<file path="src/rtl/sw_array_ctrl.sv">
// sw_array_ctrl
// Run controller for the Smith-Waterman systolic PE array. A run loads
// PE_LENGTH query symbols into the PEs, streams t_len target symbols through
// the array, counts the beats leaving the array while tracking the running
// maximum of the array's max output, and returns that maximum as the
// local-alignment score over a valid/ready result port.
//
// Ports:
//   clk, rst            clock (rising edge), asynchronous active-low reset
//   start, t_len        run request and target length, sampled in IDLE
//   q_valid/q_ready     query symbol handshake, q_sym symbol
//   t_valid/t_ready     target symbol handshake, t_sym symbol
//   res_valid/res_ready result handshake, res_score final score
//   busy                high in every state except IDLE
//   arr_s, arr_s_load   query broadcast and shift enable into the PEs
//   arr_t, arr_valid    target symbol and valid_in of the array
//   arr_v, arr_f, arr_max  array boundary inputs, tied to zero
//   arr_valid_out, arr_max_out  array output beat and its max score
module sw_array_ctrl #(
   parameter int PE_LENGTH = 128,
   parameter int LEN_W     = 12,
   parameter int SCORE_W   = 12
) (
   input  logic               clk,
   input  logic               rst,
   input  logic               start,
   input  logic [LEN_W-1:0]   t_len,
   input  logic               q_valid,
   output logic               q_ready,
   input  logic [1:0]         q_sym,
   input  logic               t_valid,
   output logic               t_ready,
   input  logic [1:0]         t_sym,
   output logic               res_valid,
   input  logic               res_ready,
   output logic [SCORE_W-1:0] res_score,
   output logic               busy,
   output logic [1:0]         arr_s,
   output logic               arr_s_load,
   output logic [1:0]         arr_t,
   output logic               arr_valid,
   output logic [SCORE_W-1:0] arr_v,
   output logic [SCORE_W-1:0] arr_f,
   output logic [SCORE_W-1:0] arr_max,
   input  logic               arr_valid_out,
   input  logic [SCORE_W-1:0] arr_max_out
);

   localparam int Q_W = $clog2(PE_LENGTH);
   localparam logic [Q_W-1:0] Q_LAST = Q_W'(PE_LENGTH - 1);

   typedef enum logic [2:0] {
      IDLE   = 3'd0,
      LOAD   = 3'd1,
      STREAM = 3'd2,
      DRAIN  = 3'd3,
      DONE   = 3'd4
   } state_t;

   state_t             state_r;
   state_t             state_s;
   logic [LEN_W-1:0]   len_r;
   logic [Q_W-1:0]     q_cnt_r;
   logic [LEN_W-1:0]   t_cnt_r;
   logic [LEN_W-1:0]   o_cnt_r;
   logic [SCORE_W-1:0] max_r;
   logic [1:0]         s_hold_r;
   logic [1:0]         t_hold_r;

   logic q_beat_s;
   logic t_beat_s;
   logic out_beat_s;
   logic q_last_s;
   logic t_last_s;
   logic o_last_s;

   // Handshake beats: the readies are decoded from the state register only,
   // so the valids reach the array enables but never feed back into a ready.
   assign q_beat_s   = q_valid & (state_r == LOAD);
   assign t_beat_s   = t_valid & (state_r == STREAM);
   assign out_beat_s = arr_valid_out & ((state_r == STREAM) | (state_r == DRAIN));
   assign q_last_s   = q_beat_s & (q_cnt_r == Q_LAST);
   // len_r is at least 1 whenever STREAM/DRAIN are reachable, so len_r-1 is safe.
   assign t_last_s   = t_beat_s & (t_cnt_r == (len_r - LEN_W'(1)));
   assign o_last_s   = out_beat_s & (o_cnt_r == (len_r - LEN_W'(1)));

   assign q_ready    = (state_r == LOAD);
   assign t_ready    = (state_r == STREAM);
   assign res_valid  = (state_r == DONE);
   assign busy       = (state_r != IDLE);
   assign res_score  = max_r;
   assign arr_s_load = q_beat_s;
   assign arr_valid  = t_beat_s;
   // Symbols pass straight through on a beat and otherwise hold the last beat.
   assign arr_s      = q_beat_s ? q_sym : s_hold_r;
   assign arr_t      = t_beat_s ? t_sym : t_hold_r;
   assign arr_v      = '0;
   assign arr_f      = '0;
   assign arr_max    = '0;

   // State register.
   always_ff @(posedge clk or negedge rst) begin
      if (!rst) begin
         state_r <= IDLE;
      end else begin
         state_r <= state_s;
      end
   end

   // Next-state decode; output completion takes priority over the stream end.
   always_comb begin
      state_s = state_r;
      case (state_r)
         IDLE: begin
            if (start) begin
               state_s = LOAD;
            end else begin
               state_s = IDLE;
            end
         end
         LOAD: begin
            if (q_last_s) begin
               if (len_r == LEN_W'(0)) begin
                  state_s = DONE;
               end else begin
                  state_s = STREAM;
               end
            end else begin
               state_s = LOAD;
            end
         end
         STREAM: begin
            if (o_last_s) begin
               state_s = DONE;
            end else if (t_last_s) begin
               state_s = DRAIN;
            end else begin
               state_s = STREAM;
            end
         end
         DRAIN: begin
            if (o_last_s) begin
               state_s = DONE;
            end else begin
               state_s = DRAIN;
            end
         end
         DONE: begin
            if (res_ready) begin
               state_s = IDLE;
            end else begin
               state_s = DONE;
            end
         end
         default: begin
            state_s = IDLE;
         end
      endcase
   end

   // Run bookkeeping: length latch, beat counters, running max, symbol holds.
   // Counters stop on their final beat so a maximal len_r never wraps them.
   always_ff @(posedge clk or negedge rst) begin
      if (!rst) begin
         len_r    <= '0;
         q_cnt_r  <= '0;
         t_cnt_r  <= '0;
         o_cnt_r  <= '0;
         max_r    <= '0;
         s_hold_r <= 2'b00;
         t_hold_r <= 2'b00;
      end else if ((state_r == IDLE) && start) begin
         len_r   <= t_len;
         q_cnt_r <= '0;
         t_cnt_r <= '0;
         o_cnt_r <= '0;
         max_r   <= '0;
      end else begin
         if (q_beat_s) begin
            s_hold_r <= q_sym;
            if (!q_last_s) begin
               q_cnt_r <= q_cnt_r + Q_W'(1);
            end
         end
         if (t_beat_s) begin
            t_hold_r <= t_sym;
            if (!t_last_s) begin
               t_cnt_r <= t_cnt_r + LEN_W'(1);
            end
         end
         if (out_beat_s) begin
            if (!o_last_s) begin
               o_cnt_r <= o_cnt_r + LEN_W'(1);
            end
            if (arr_max_out > max_r) begin
               max_r <= arr_max_out;
            end
         end
      end
   end

endmodule

</file>
<file path="config.mk">
export PLATFORM = sky130hd
export DESIGN_NAME = sw_array_ctrl
export DESIGN_NICKNAME = d
export VERILOG_FILES = /design/src/rtl/sw_array_ctrl.sv
export SDC_FILE = /design/constraint.sdc
export NUM_CORES = 1
export LEC_CHECK = 0
export ABC_CLOCK_PERIOD_IN_PS = 4000
export CAP_MARGIN = 20
export CORE_UTILIZATION = 30
export DETAILED_ROUTE_END_ITERATION = 16
export SYNTH_ARGS = -nofsm -noshare
export SYNTH_HDL_FRONTEND = slang
export SYNTH_SLANG_ARGS = --single-unit
</file>
<file path="constraint.sdc">
create_clock -name clk -period 4 [get_ports clk]
set_input_delay 1.2 -clock clk [delete_from_list [all_inputs] [get_ports clk]]
set_output_delay 1.2 -clock clk [all_outputs]
set_load 0.05 [all_outputs]
</file>
* Word-level counts from Yosys, hierarchy flattened *
Index checks and enable logic that the tools add are counted.
W data, S select, Z words.

operators by class
  add/sub/neg operators = 4
  $lt $le $gt $ge = 1
  eq/ne operators = 10
  multiplexer cells = 22
  bitwise operators = 7
  reduce and logical (&&, ||, !) cells = 12

operator list
  kind                     count
  $mux W12                 9
  $add A12 B1 Y12 const B  2
  $eq A12 B12 Y1           2
  $mux W7                  3
  $mux W3                  5
  $pmux W3 S5              1
  $gt A12 B12 Y1           1
  $logic_not A12 Y1        1
  $sub A12 B1 Y12 const B  1
  $reduce_and A2 Y1        4
  $reduce_bool A2 Y1       4
  $add A7 B1 Y7 const B    1
  $eq A7 B7 Y1 const B     1
  $and A1 B1 Y1            6
  $eq A3 B2 Y1 const B     2
  $ne A2 B1 Y1 const B     3
  $mux W2                  2
  $eq A3 B1 Y1 const B     1
  $eq A3 B3 Y1 const B     1
  $logic_not A3 Y1         1
  $reduce_bool A3 Y1       1
  $mux W1                  2
  $logic_and A1 B1 Y1      1
  $or A1 B1 Y1             1

storage, ports and cells
  bits in registers = 62
  output and inout bits = 58
  word-level logic and storage cells = 64

* Longest topological paths before layout *
  depth in word-level cells = 7
  mapped depth = 12

* Least setup slack after synthesis *
OpenSTA, ideal clock, no wires.

  path type = register to output
  start = reg state_r[1]
  end = out arr_t[0]
  arrival = 2,729 ps
  data required time = 2,800 ps
  setup slack = 71 ps
  stages on the path, launching flop included = 6
  path through = dfrtp_1 nor3b_1 nand2_1 clkinv_1 nand2_1 nand2_1

on the way
  word-level cells in the longest chain between the ends = 3

ends and longest elaborated chain
  item                      RTL line  source
  start: declaration        60        state_t state_r;
  start signal: assignment  106       state_r <= state_s;
  $eq A3 B2 Y1              -
  named net t_ready         32        output logic t_ready,
  $and A1 B1 Y1             80        assign t_beat_s = t_valid & (state_r == STREAM);
  named net arr_valid       41        output logic arr_valid,
  $mux W2                   96        assign arr_t = t_beat_s ? t_sym : t_hold_r;
  end: declaration          40        output logic [1:0] arr_t,

The timed path passes the listed nets, and every way through them passes these cells.

* Worst setup path after layout *
  start = in t_valid
  end = out arr_t[1]

on the way
  word-level cells in the longest chain between the ends = 2

ends and longest elaborated chain
  item                RTL line  source
  start: declaration  31        input logic t_valid,
  $and A1 B1 Y1       80
  $mux W2             96

No other way between the ends.

==> results by group <==
Run status
  – Status: completed

Clock tree
  – CTS H-tree depth: 3
  – CTS Sinks: 62
  – Clk root buf: clkbuf_16
  – CTS tree: done
  – Post-CTS sizing: 0
  – # hold bufs at CTS: 0
  – Number of buffers created by CTS: 9
  – Setup Fix Bufs, Post-CTS: 0
  – Clock transition at path regs: 0.05 ns
  – Clock Tree Buf Depth: 2
  – Clk Latency, worst-skew pair: 0.33 ns

Synthesis
  – Post-synthesis cell type count: between 50 and 60
  – Top cell type's share of synthesized area: 0.361
  – Cells after synthesis: 476
  – Top post-synthesis cells by count: 70 x nand2_1, 62 x dfrtp_1, 38 x buf_4
  – Async set-reset flop share out of synthesis: 1.00
  – Most common cell in the synthesized netlist: nand2_1
  – Number of flops mapped to enable cells by yosys: 0
  – Sequential area share after synthesis: 0.361
  – Mapped Area: 4290 µm²
  – Flops & latches, synth: slightly above 60
  – Area leader, netlist: dfrtp_1
  – Warnings, synthesis: 0
  – Avg Cell Area, Syn: 9.02 µm²
  – Prevailing post-synth register cell: dfrtp_1
  – Largest cells by area after synthesis: dfrtp_1 36%, buf_4 6.6%, nand2_1 6.1%

Cells and area
  – Final Net Count: 582
  – Area growth syn-to-layout: 21.3%
  – Antenna diodes: 0
  – Fraction of layout instances using a drive strength above 1: 0.112

Floorplan
  – Die footprint: ~15000 µm²
  – DIE HEIGHT: 122 µm
  – Ports: 93
  – Die outline width: 122 µm
  – Initial Util: 0.308
  – Core ar.: 13900 µm²
  – Cell row count: 43

STA
  – Period utilization: 0.887
  – Final Hold Viols: 0
  – Worst-margin pin slew: 0.986 ns
  – Final setup vio count: 0
  – RSZ-0062 raised after global routing: no
  – Final min period: 3.55 ns
  – Setup tns final: 0 ns
  – Slew Viols, Final: 0
  – Rel. slew slack: 0.341
  – Max Clock Skew: 0.00765 ns
  – Max Clk Rate: 282 MHz

Detailed routing
  – ANT nets after route: 0
  – Routed via count: 3514
  – Remaining DRCs: 0
  – Pre-antenna DRT Iters: 4
  – Final wirelength: 9.94 mm
  – DR iter-0 viols: 97
  – Vias per Instance: 4.91
  – DR WL/cell: about 14 µm

Placement
  – PortBufs: 56
  – DP Wirelength: roughly 7.4 mm
  – Gpl congestion: 0.862

Global routing
  – Busiest layer in global routing: met2
  – GRT Overall Usage: 0.140
  – Maximum number of pins on one net before global-route repair: 63
  – Number of antenna violations at the first check in global routing: 0
  – Met1 GRT Util: 0.183
  – Grt met2 use: 0.227
  – GR met3 Demand/Resource: 0.0272
  – First-pass GRT wire length: ~16 mm
  – Total gr overflow: 0
  – Vias in the first global route: 3384

Pwr
  – Cell Pwr Density: 498 nW/µm²
  – Maximum VDD drop: 279 µV
  – Tot Pwr: ~2600 µW
  – Leakage: 0.00228 µW

Setup path
  – Slowest CP cell: clkdlybuf4s50_1
  – Worst path arrival time: around 2.4 ns
  – Crit. End Element: output pin
  – Top delay family on crit path: buffers and inverters
  – CP max stage delay: 0.43 ns
  – CP Max Fanout: 8
  – Crit path top cell by count: nand2_1
  – CP Class: input pin to output pin
  – WP data required: about 2.8 ns
  – Worst Setup Start Kind: input pin
  – Crit-path cells: clkdlybuf4s50_1 -> nand2_1 -> clkinv_1 -> nand2_1 -> nand2_1 -> buf_4
  – Buf/Inv on CP: 3

Run
  – Max cap viols: 0

Hold path
  – Hold Crit Class: flop to flop
area by class of cell:
class,count,area [µm²]
fill,1385,8720
multi-input combinational,371,2400
sequential,62,1550
timing repair buffer,65,646
clock buffer,9,225
tap,180,225
inverter,22,82.6
clock inverter,7,75.1
per-stage QoR:
stage,utilization,area (µm²),instances,setup WS [ns],hold WS (ns)
2_1_floorplan,-,4430,511,0.0708,0.439
3_3_place_gp,0.352,4910,700,0.427,0.455
3_5_place_dp,0.352,4910,700,0.393,0.466
4_1_cts,0.374,5210,716,0.423,0.480
5_1_grt,0.374,5210,716,0.348,0.509
6_report,0.374,5210,716,0.452,0.472
path summary, 6_finish.rpt:
path,start,endpoint,slack (ns),cells after the start
min reg2reg,t_hold_r[0],t_hold_r[0],0.47,2
max,t_valid,arr_t[1],0.45,6
max reg2reg,len_r[0],t_cnt_r[8],0.85,10
min in group asynchronous,rst,t_cnt_r[4],1.04,2
max in group asynchronous,rst,res_score[2],2.43,2
min,t_hold_r[0],t_hold_r[0],0.47,2
sequential cells by signal, indices dropped and copies added, names as in the netlist:
name,flops
t_hold_r,2
q_cnt_r,7
t_cnt_r,12
len_r,12
res_score,12
s_hold_r,2
o_cnt_r,12
state_r,3
power by group:
| group | switching (µW) | internal, µW | total, µW |
|---|---|---|---|
| Clock | 294 | 482 | 776 |
| Combinational | 553 | 404 | 957 |
| Sequential | 158 | 703 | 861 |
tightest hold or removal path, stage by stage, from the launching register on:
cell and delay [ns]:
dfrtp_1 0.32, nand2_1 0.06, nand2_1 0.06
placed cells by master, fill, tap and decap left out, types with 10 or more instances in the layout:
master and instances:
mux2_2 15, nand3_1 10, xnor2_1 18, nand4_1 13, conb_1 36, a21oi_1 20, o21ai_0 18, ha_1 16
dfrtp_1 62, nand2_1 70, nor2_1 30, inv_1 21, buf_4 12, clkdlybuf4s50_1 49, o31ai_1 10
per-layer routing:
| layer | routed length (µm) | share of wire |
|---|---|---|
| met1 | 4620 | 0.46 |
| met3 | 422 | 0.042 |
| met5 | 0 | 0 |
| met2 | 4700 | 0.47 |
| met4 | 192 | 0.019 |
logic make-up after synthesis:
group / Yosys count / share of synthesized area
buf+inv: 78 / 0.109
mux: 23 / 0.0580
xor+xnor: 29 / 0.0688
compound gates: 74 / 0.113
flops: 62 / 0.361
other cells: 1 / 0.000873
fa+ha+maj: 16 / 0.0466
simple gates: 193 / 0.242
Power figures use the tool's default switching activity.
